`config.mk`:
```
export PLATFORM = sky130hd
export DESIGN_NAME = freq_synth
export DESIGN_NICKNAME = d
export VERILOG_FILES = /design/src/rtl/freq_synth.sv
export SDC_FILE = /design/constraint.sdc
export NUM_CORES = 1
export LEC_CHECK = 0
export CELL_PAD_IN_SITES_DETAIL_PLACEMENT = 1
export CELL_PAD_IN_SITES_GLOBAL_PLACEMENT = 1
export CORE_ASPECT_RATIO = 0.7
export CORE_MARGIN = 2
export CORE_UTILIZATION = 45
export DETAILED_ROUTE_END_ITERATION = 8
export PLACE_DENSITY_LB_ADDON = 0.1
export SYNTH_ARGS = -nofsm -noshare
export SYNTH_HDL_FRONTEND = slang
export SYNTH_SLANG_ARGS = --single-unit
```
`constraint.sdc`:
```
create_clock -name clk -period 7.8 [get_ports clk]
set_input_delay 1.17 -clock clk [delete_from_list [all_inputs] [get_ports clk]]
set_output_delay 1.17 -clock clk [all_outputs]
set_load 0.01 [all_outputs]
```
`src/rtl/freq_synth.sv`:
```
// freq_synth
// ----------
// Rebuilds a 0..999 Hz frequency from a scanned 3-digit BCD display bus and
// drives a square wave of that frequency, derived from the system clock.
//
// A digit is accepted only after STABLE_CYCLES identical {sel,data} samples.
// Each dwell is captured at most once. Capturing the hundreds digit closes a
// frame. The frame is committed, rejected or ignored depending on which
// digits were seen and whether every digit is valid BCD.
//
// The wave comes from a phase accumulator with modulus CLK_HZ. The
// accumulator advances by 2*freq_bin every cycle and wave_out toggles each
// time it wraps, so the toggle rate is 2*freq_bin per second.
//
// Optional feature macro: FREQ_SYNTH_SYNC_EN
//   When defined, scan_sel and scan_data each pass through a 2-flop
//   synchronizer before capture. This adds 2 cycles of capture latency. Use it
//   when the scan bus comes from another clock domain.
//
// Ports
//   clk        in   1   system clock, rising edge
//   rst        in   1   synchronous reset, active-high
//   scan_data  in   4   BCD digit value on the scan bus
//   scan_sel   in   2   digit select: 0 ones, 1 tens, 2 hundreds, 3 idle
//   wave_out   out  1   synthesised square wave
//   freq_bin   out  10  committed frequency in Hz (binary)
//   frame_ok   out  1   one-cycle pulse: new frequency committed
//   frame_err  out  1   one-cycle pulse: complete frame rejected (digit > 9)
module freq_synth #(
    parameter int CLK_HZ        = 50_000_000,
    parameter int STABLE_CYCLES = 4,
    parameter int ACC_W         = 27
) (
    input  logic       clk,
    input  logic       rst,
    input  logic [3:0] scan_data,
    input  logic [1:0] scan_sel,
    output logic       wave_out,
    output logic [9:0] freq_bin,
    output logic       frame_ok,
    output logic       frame_err
);

    localparam int               CNT_W   = $clog2(STABLE_CYCLES);
    localparam logic [CNT_W-1:0] CNT_MAX = CNT_W'(STABLE_CYCLES - 1);
    // The count value seen on the cycle whose edge completes the dwell.
    localparam logic [CNT_W-1:0] CNT_ARM = CNT_W'(STABLE_CYCLES - 2);
    localparam logic [ACC_W-1:0] ACC_MOD = ACC_W'(CLK_HZ);

    // ------------------------------------------------------------------
    // Input sampling
    // ------------------------------------------------------------------
    logic [1:0] sel_in;
    logic [3:0] data_in;

`ifdef FREQ_SYNTH_SYNC_EN
    logic [1:0] sel_s1_q, sel_s2_q;
    logic [3:0] data_s1_q, data_s2_q;

    // The synchronizer resets to the idle select, so no digit is captured
    // from reset values.
    always_ff @(posedge clk) begin
        if (rst) begin
            sel_s1_q  <= 2'd3;
            sel_s2_q  <= 2'd3;
            data_s1_q <= 4'd0;
            data_s2_q <= 4'd0;
        end else begin
            sel_s1_q  <= scan_sel;
            sel_s2_q  <= sel_s1_q;
            data_s1_q <= scan_data;
            data_s2_q <= data_s1_q;
        end
    end

    assign sel_in  = sel_s2_q;
    assign data_in = data_s2_q;
`else
    assign sel_in  = scan_sel;
    assign data_in = scan_data;
`endif

    // ------------------------------------------------------------------
    // Dwell detection
    // ------------------------------------------------------------------
    logic [1:0]       sel_prev_q;
    logic [3:0]       data_prev_q;
    logic [CNT_W-1:0] count_q, count_d;
    logic             same;
    logic             capture;

    assign same = (sel_in == sel_prev_q) && (data_in == data_prev_q);

    // The count saturates at CNT_MAX, so capture fires only on the edge that
    // moves the count from CNT_ARM to CNT_MAX. A long dwell is captured once.
    always_comb begin
        count_d = '0;
        if (same) begin
            count_d = (count_q == CNT_MAX) ? CNT_MAX : count_q + CNT_W'(1);
        end
    end

    assign capture = same && (count_q == CNT_ARM) && (sel_in != 2'd3);

    always_ff @(posedge clk) begin
        if (rst) begin
            sel_prev_q  <= 2'd3;
            data_prev_q <= 4'd0;
            count_q     <= '0;
        end else begin
            sel_prev_q  <= sel_in;
            data_prev_q <= data_in;
            count_q     <= count_d;
        end
    end

    // ------------------------------------------------------------------
    // Digit shadows (0 = ones, 1 = tens, 2 = hundreds)
    // ------------------------------------------------------------------
    logic [3:0] digit_q [0:2];

    generate
        for (genvar gi = 0; gi < 3; gi++) begin : g_shadow
            always_ff @(posedge clk) begin
                if (rst) begin
                    digit_q[gi] <= 4'd0;
                end else if (capture && (sel_in == 2'(gi))) begin
                    digit_q[gi] <= data_in;
                end
            end
        end
    endgenerate

    // ------------------------------------------------------------------
    // Frame evaluation
    // ------------------------------------------------------------------
    logic [1:0] seen_q, seen_d;
    logic       frame_cap;
    logic       digits_ok;
    logic       commit;
    logic       reject;
    logic [9:0] hund10, tens10, ones10;
    logic [9:0] bin_value;

    assign frame_cap = capture && (sel_in == 2'd2);

    // Hundreds is taken straight from the bus. Its shadow is only written
    // on this same edge.
    assign digits_ok = (data_in <= 4'd9) && (digit_q[1] <= 4'd9) && (digit_q[0] <= 4'd9);
    assign commit    = frame_cap && (seen_q == 2'b11) && digits_ok;
    assign reject    = frame_cap && (seen_q == 2'b11) && !digits_ok;

    // 100*H + 10*T + O built from shifts and adds. Valid BCD digits keep
    // the result at 999 or below, so 10 bits are enough.
    assign hund10    = 10'(data_in);
    assign tens10    = 10'(digit_q[1]);
    assign ones10    = 10'(digit_q[0]);
    assign bin_value = (hund10 << 6) + (hund10 << 5) + (hund10 << 2)
                     + (tens10 << 3) + (tens10 << 1) + ones10;

    always_comb begin
        seen_d = seen_q;
        if (capture) begin
            case (sel_in)
                2'd0:    seen_d = seen_q | 2'b01;
                2'd1:    seen_d = seen_q | 2'b10;
                default: seen_d = 2'b00;  // hundreds closes the frame
            endcase
        end
    end

    logic [9:0] freq_q, freq_d;
    logic       frame_ok_q, frame_err_q;

    assign freq_d = commit ? bin_value : freq_q;

    always_ff @(posedge clk) begin
        if (rst) begin
            seen_q      <= 2'b00;
            freq_q      <= 10'd0;
            frame_ok_q  <= 1'b0;
            frame_err_q <= 1'b0;
        end else begin
            seen_q      <= seen_d;
            freq_q      <= freq_d;
            frame_ok_q  <= commit;
            frame_err_q <= reject;
        end
    end

    // ------------------------------------------------------------------
    // Phase-accumulator square-wave generator
    // ------------------------------------------------------------------
    // The generator uses the registered frequency. On the edge where a new
    // frequency is committed, the step still uses the old value. The
    // accumulator is not cleared on a frequency change, so the phase stays
    // continuous.
    logic [ACC_W-1:0] acc_q, acc_d;
    logic [ACC_W-1:0] acc_step;
    logic [ACC_W-1:0] acc_nxt;
    logic             acc_wrap;
    logic             wave_q, wave_d;

    assign acc_step = ACC_W'(freq_q) << 1;
    assign acc_nxt  = acc_q + acc_step;
    assign acc_wrap = (acc_nxt >= ACC_MOD);

    always_comb begin
        acc_d  = acc_nxt;
        wave_d = wave_q;
        if (freq_q == 10'd0) begin
            acc_d  = '0;
            wave_d = 1'b0;
        end else if (acc_wrap) begin
            acc_d  = acc_nxt - ACC_MOD;
            wave_d = ~wave_q;
        end
    end

    always_ff @(posedge clk) begin
        if (rst) begin
            acc_q  <= '0;
            wave_q <= 1'b0;
        end else begin
            acc_q  <= acc_d;
            wave_q <= wave_d;
        end
    end

    assign wave_out  = wave_q;
    assign freq_bin  = freq_q;
    assign frame_ok  = frame_ok_q;
    assign frame_err = frame_err_q;

endmodule
```
* Yosys cells after proc, flatten, opt, wreduce, memory -nomap -nowiden
Memory sizes are Yosys's and may differ from the RTL's.
Index checks and enable logic that the tools add are counted.
** Word-level totals
- Bits in writable memories :: 12
- Input port bits :: 8
- Memories kept :: 1
- Register bits :: 50
- Output and inout port bits :: 13
** Memory list
- digit_q :: words 3, bits a word 4, rd ports 2, clocked after memory_dff 0, wr ports 3, RTL line 120 : logic [3:0] digit_q [0:2];
** Cells by class
- $lt $le $gt $ge :: 4
- Equality and inequality tests :: 8
- Add/subtract/negate cells :: 8
- Bitwise logic cells :: 7
- Reductions and logical operators :: 18
- Multiplexer cells :: 17
** Operator list (number)
- 27-bit by 11-bit adder with 27-bit output :: 1
- 27-bit by 26-bit >= comparator with 1-bit output (second input constant) :: 1
- 27-bit 2-to-1 mux :: 1
- 27-bit by 26-bit subtractor with 27-bit output (second input constant) :: 1
- 4-bit less-or-equal comparator (second input constant) :: 3
- 4-bit 2-to-1 mux :: 3
- 1-bit logical AND :: 11
- 1-bit 2-to-1 mux :: 11
- 10-bit by 4-bit adder with 10-bit output :: 1
- 10-bit by 5-bit adder with 10-bit output :: 1
- 10-bit by 6-bit adder with 10-bit output :: 1
- 10-bit by 7-bit adder with 10-bit output :: 1
- 10-bit by 9-bit adder with 10-bit output :: 1
- 10-bit zero test :: 1
- 2-bit equality test (second input constant) :: 4
- 4-bit equality test :: 1
- 1-bit NOT :: 4
- 2-bit case mux with 2 select lines :: 1
- 2-bit AND reduction :: 2
- 2-bit OR reduction :: 2
- 1-bit OR :: 3
- 2-bit by 1-bit adder with 2-bit output (second input constant) :: 1
- 2-bit by 1-bit equality test with 1-bit output (second input constant) :: 1
- 2-bit equality test :: 1
- 4 further kinds :: 4

* Logic depth before layout (Yosys ltp)
- Word-level depth :: 9
- Depth in mapped cells :: 18
- Gate-level depth less buffers :: 16

* Worst setup path after synthesis
OpenSTA, ideal clock, no wires.
- Path type :: flip-flop to flip-flop
- Start point :: register freq_q[0] (netlist: freq_bin[0])
- End point :: register acc_q[19]
- Cell stages (with the launch flop) :: 15
- Buffers on the path :: 1
- Setup slack :: 3.993 ns
- Required time :: 7.741 ns
- Arrival :: 3.748 ns
- Period minus slack after synthesis :: 3.807 ns
- Library setup time :: 0.059 ns
- Path through :: dfxtp_1 -> ha_1 -> inv_1 -> fa_1 -> and2b_1 -> o21ai_2 -> a211o_1 -> a2111oi_2 -> mux2_2 -> nor4_4 -> o21ai_2 -> or2_1 -> buf_2 -> or4_1 -> nand2_1
** Between the ends
- Cells in the longest elaborated chain, start to end :: 3
- Elaborated cells between the ends (all ways) :: 6
- Classes of those cells :: add/sub: 2; order compare: 1; mux: 1; reduce/logical: 2
** Ends and longest elaborated chain
- from (decl) :: RTL line 172 : logic [9:0] freq_q, freq_d;
- from (signal assigned) :: RTL line 185 : freq_q <= freq_d;
- 27-bit by 11-bit adder with 27-bit output :: RTL line 205 : assign acc_nxt = acc_q + acc_step;
- 27-bit by 26-bit subtractor with 27-bit output / 27-bit by 26-bit >= comparator with 1-bit output (equally long branches) :: RTL line 215, 206
- 27-bit 2-to-1 mux :: RTL line 214 : end else if (acc_wrap) begin
- to (signal assigned) :: RTL line 222 : acc_q <= '0;
- to (signal assigned) :: RTL line 225 : acc_q <= acc_d;
- to (decl) :: RTL line 198 : logic [ACC_W-1:0] acc_q, acc_d;
Several ways; a longest one is shown, not always the timed one.
A chain may end at the register's enable or synchronous reset.

* Final worst setup path
- Start point :: register freq_q[8] (netlist: freq_bin[8])
- End point :: register acc_q[25]
Same word-level chain as after synthesis.

==> flow_summary.yaml <==
drt:
  detail-route-antenna-nets: 0
  totalWireLength_mm: 11.18
  vias: 3475
  drtPass1Iterations: 4
  drtIter0Drc: 272
  drc_errors: 0
  wl_per_cell_um: 18.38
  vias_per_cell: 5.715
synth:
  ys.flop_type: "dfxtp_1"
  synth_edf_count: 8
  yosys_register_bits: 57
  synth_area_leaders: "dfxtp_1, ha_1, edfxtp_1, xnor2_1, xor2_1"
  async_reset_ff_share_pct: 0
  ys.warnings.count: 0
  synth_xor_area_share_pct: 8.820
  synth_most_common_cell: "dfxtp_1"
  yosysUniqueCellTypes: 72
  synth_cells: 464
  synth_top_cell_area_share_pct: 23.60
  yosysTopAreaCell: "dfxtp_1"
  synth_fp_nets: 511
  synth-simple-area-share_pct: 23.33
  synth_compound_area_share_pct: 18.03
  netlist_area_um2: 4156
  synth_top_family_by_area: "simple AND/OR/NAND/NOR gates"
  synthMuxAreaShare_pct: 2.709
  synthAdderAreaFrac_pct: 13.18
  synth_common_cells: "dfxtp_1, nor2_1, ha_1"
  yosysSeqAreaShare_pct: 29.38
  avgSynthCellArea_um2: 8.958
final_layout:
  fin_nets: 526
  n_antenna_cell: 0
  n_fill_cell: 1055
  area_growth_pct: 13.55
  fin_cells: 608
  drive_above_1_share_pct: 9.091
timing:
  setup_violations: 0
  clock.fmax_mhz: 233.3
  rsz0062_at_grt: "no"
  worstMarginPinSlew_ns: 1.261
  min_period_over_period_pct: 54.95
  clock_skew_ns: 0.004886
  hold_viol: 0
  relSlewSlack_pct: 15.62
  min_period_ns: 4.286
  maxSlewViolCount: 0
  fin_tns_setup_ns: 0
power:
  cell_internal_pwr_w: 0.0005772
  power_frac_clock_pct: 51.9
  swShare_pct: 23.92
  power_density_nw_per_um2: 160.8
  p_switching_w: 0.0001815
  p_leak_nw: 1.839
  seqPwrFrac_pct: 39.9
  comb_power_share_pct: 8.2
  ir_drop_uv: 101.4
floorplan:
  ioPinCount: 21
  die_w_um: 118.9
  core.rowCount: 29
  initial_utilization_pct: 46.00
  dieArea_um2: 10030
  die_h_um: 84.41
  core_area_um2: 9035
placed_design:
  hpwlAfterDp_mm: 8.577
  gp_congestion: 0.8241
  dp_cells: 592
  io_buffer_count: 20
critical_path:
  criticalPathCategory: "flop to flop"
  worstPathMaxFanout: 15
  crit_required_ns: 8.01
  r2r-start: "freq_bin[8]$_SDFFE_PP0P_"
  cp_cell_sequence: "ha_1 > nand4_1 > o211ai_1 > inv_1 > a2111oi_2 > mux2_2 > nor4_4 > o21ai_2 > nor2_1 > buf_4 > o21ai_0 > mux2i_1"
  r2r-end: "acc_q[25]$_SDFF_PP0_"
  cp.depth: 12
  reg2regPathDepth: 12
  crit_slowest_cell: "ha_1"
  critPathCaptureType: "flop"
  reg2reg_setup_slack_ns: 3.51
  cp_top_family: "compound AO/OA/AOI/OAI gates"
  critPathLaunchType: "flop"
  slowest_delay_ns: 0.64
  cp.arrival_ns: 4.50
  cp_num_buf_inv: 2
cts:
  numCtsBuffers: 9
  hold_buffers: 0
  clk_pin_slew_worst_paths_ns: 0.05
  clk_latency_ns: 0.33
  htree_levels: 3
  clk_path_buf_depth: 2
  tritoncts: "done"
  cts_resized: 0
  postCtsSetupRepairBufs: 0
  cts_sinks: 57
  ctsRootBufferMaster: "clkbuf_16"
grt:
  grt-ovfl-total: 0
  antenna_found_initial: 0
  grt_usage_pct: 23.83
  grt_pass1_wl_mm: 18.75
  grt_max_degree: 26
  grt_pass1_vias: 3586
min_path:
  min_to: "count_q[1]$_SDFF_PP0_"
  hold_start: "count_q[0]$_SDFF_PP0_"
  worstHoldPathCells: 2
  min_path_type: "flop to flop"
status:
  status: "completed"
run:
  max-cap-violations: 0
sequential cells by signal (all words and copies together) (netlist names):
name,flops
acc_q,26
count_q,2
data_prev_q,4
digit_q,8
frame_err,1
frame_ok,1
freq_bin,10
seen_q,2
sel_prev_q,2
wave_out,1
layer usage:
layer / global-route usage [%] / vias to the layer above / share of wire (%)
met5: 0 / - / 0
met4: 4.221 / 0 / 0.73
met3: 5.707 / 9 / 4.5
met2: 36.62 / 56 / 42
met1: 34.41 / 1698 / 52
li1: - / 1712 / -
placed cells by master, fill, tap and decap left out, types with 3 or more instances in the layout:
cell type / n
and2_1: 4
mux2i_1: 9
nand3_1: 16
a211oi_1: 6
or3_1: 3
nand2b_1: 12
o21ai_2: 3
dfxtp_1: 49
nor3_1: 18
xnor2_1: 20
ha_1: 31
nor2_1: 43
clkinvlp_4: 3
nand4_1: 11
a31oi_1: 3
a211o_1: 3
o21ai_0: 12
and3_1: 6
nor2b_1: 5
nor4_1: 3
nand2_1: 25
o2111ai_1: 4
o211ai_1: 8
edfxtp_1: 8
clkbuf_16: 9
a21oi_1: 24
a21o_1: 10
inv_1: 23
fa_1: 8
clkdlybuf4s50_1: 20
or2_2: 4
nor3b_1: 9
o21a_1: 4
xor2_1: 20
final cells by class:
| type | count | area [um2] | share of cell area, % |
|---|---|---|---|
| flip-flops and latches | 57 | 1221 | 25.87 |
| clock inverters | 6 | 66.31 | 1.405 |
| clock buffers | 10 | 229.0 | 4.852 |
| multi-input cells | 366 | 2746 | 58.19 |
| inverters | 23 | 86.33 | 1.829 |
| well taps | 124 | 155.1 | 3.287 |
| repair buffers | 22 | 215.2 | 4.560 |
worst min-delay path, stage by stage (launching register included):
cell     delay (ns)
dfxtp_1        0.31
nor2_1         0.09
nor3_1         0.05
through the flow:
step	cell area, um2	hold WS (ns)	setup slack [ns]	total power (W)	util [%]
2_1_floorplan	4156	0.4496	3.993	0.0003499	-
3_3_place_gp	4424	0.4617	3.250	0.0003670	48.97
3_5_place_dp	4424	0.4856	3.229	0.0003690	48.97
4_1_cts	4720	0.5037	3.520	0.0007648	52.24
5_1_grt	4720	0.5385	3.155	0.0007871	52.24
6_report	4720	0.4973	3.514	0.0007587	52.24
kinds of logic after synthesis:
logic type	Yosys count
fa+ha+maj	39
buf+inv	41
xor+xnor	41
flops	57
mux	11
simple gates	175
compound gates	100
worst max path at each step:
stage	from	to	slack, ns
6_report	freq_bin[8]$_SDFFE_PP0P_	acc_q[25]$_SDFF_PP0_	3.51
3_3_place_gp	scan_data[0]	freq_bin[1]$_SDFFE_PP0P_	3.25
5_1_grt	scan_data[0]	freq_bin[5]$_SDFFE_PP0P_	3.15
3_5_place_dp	scan_data[0]	freq_bin[2]$_SDFFE_PP0P_	3.23
2_1_floorplan	freq_bin[0]$_SDFFE_PP0P_	acc_q[19]$_SDFF_PP0_	3.99
4_1_cts	scan_data[0]	freq_bin[6]$_SDFFE_PP0P_	3.52
power groups by stage:
stage                     clock, W  combinational [W]  sequential (W)
after floorplan                  0          0.0000414        0.000308
after global placement           0          0.0000581        0.000309
after detailed placement         0          0.0000600        0.000309
after CTS                 0.000400          0.0000623        0.000303
after global routing      0.000414          0.0000707        0.000303
final                     0.000394          0.0000620        0.000303
(Power assumes the default switching activity.)
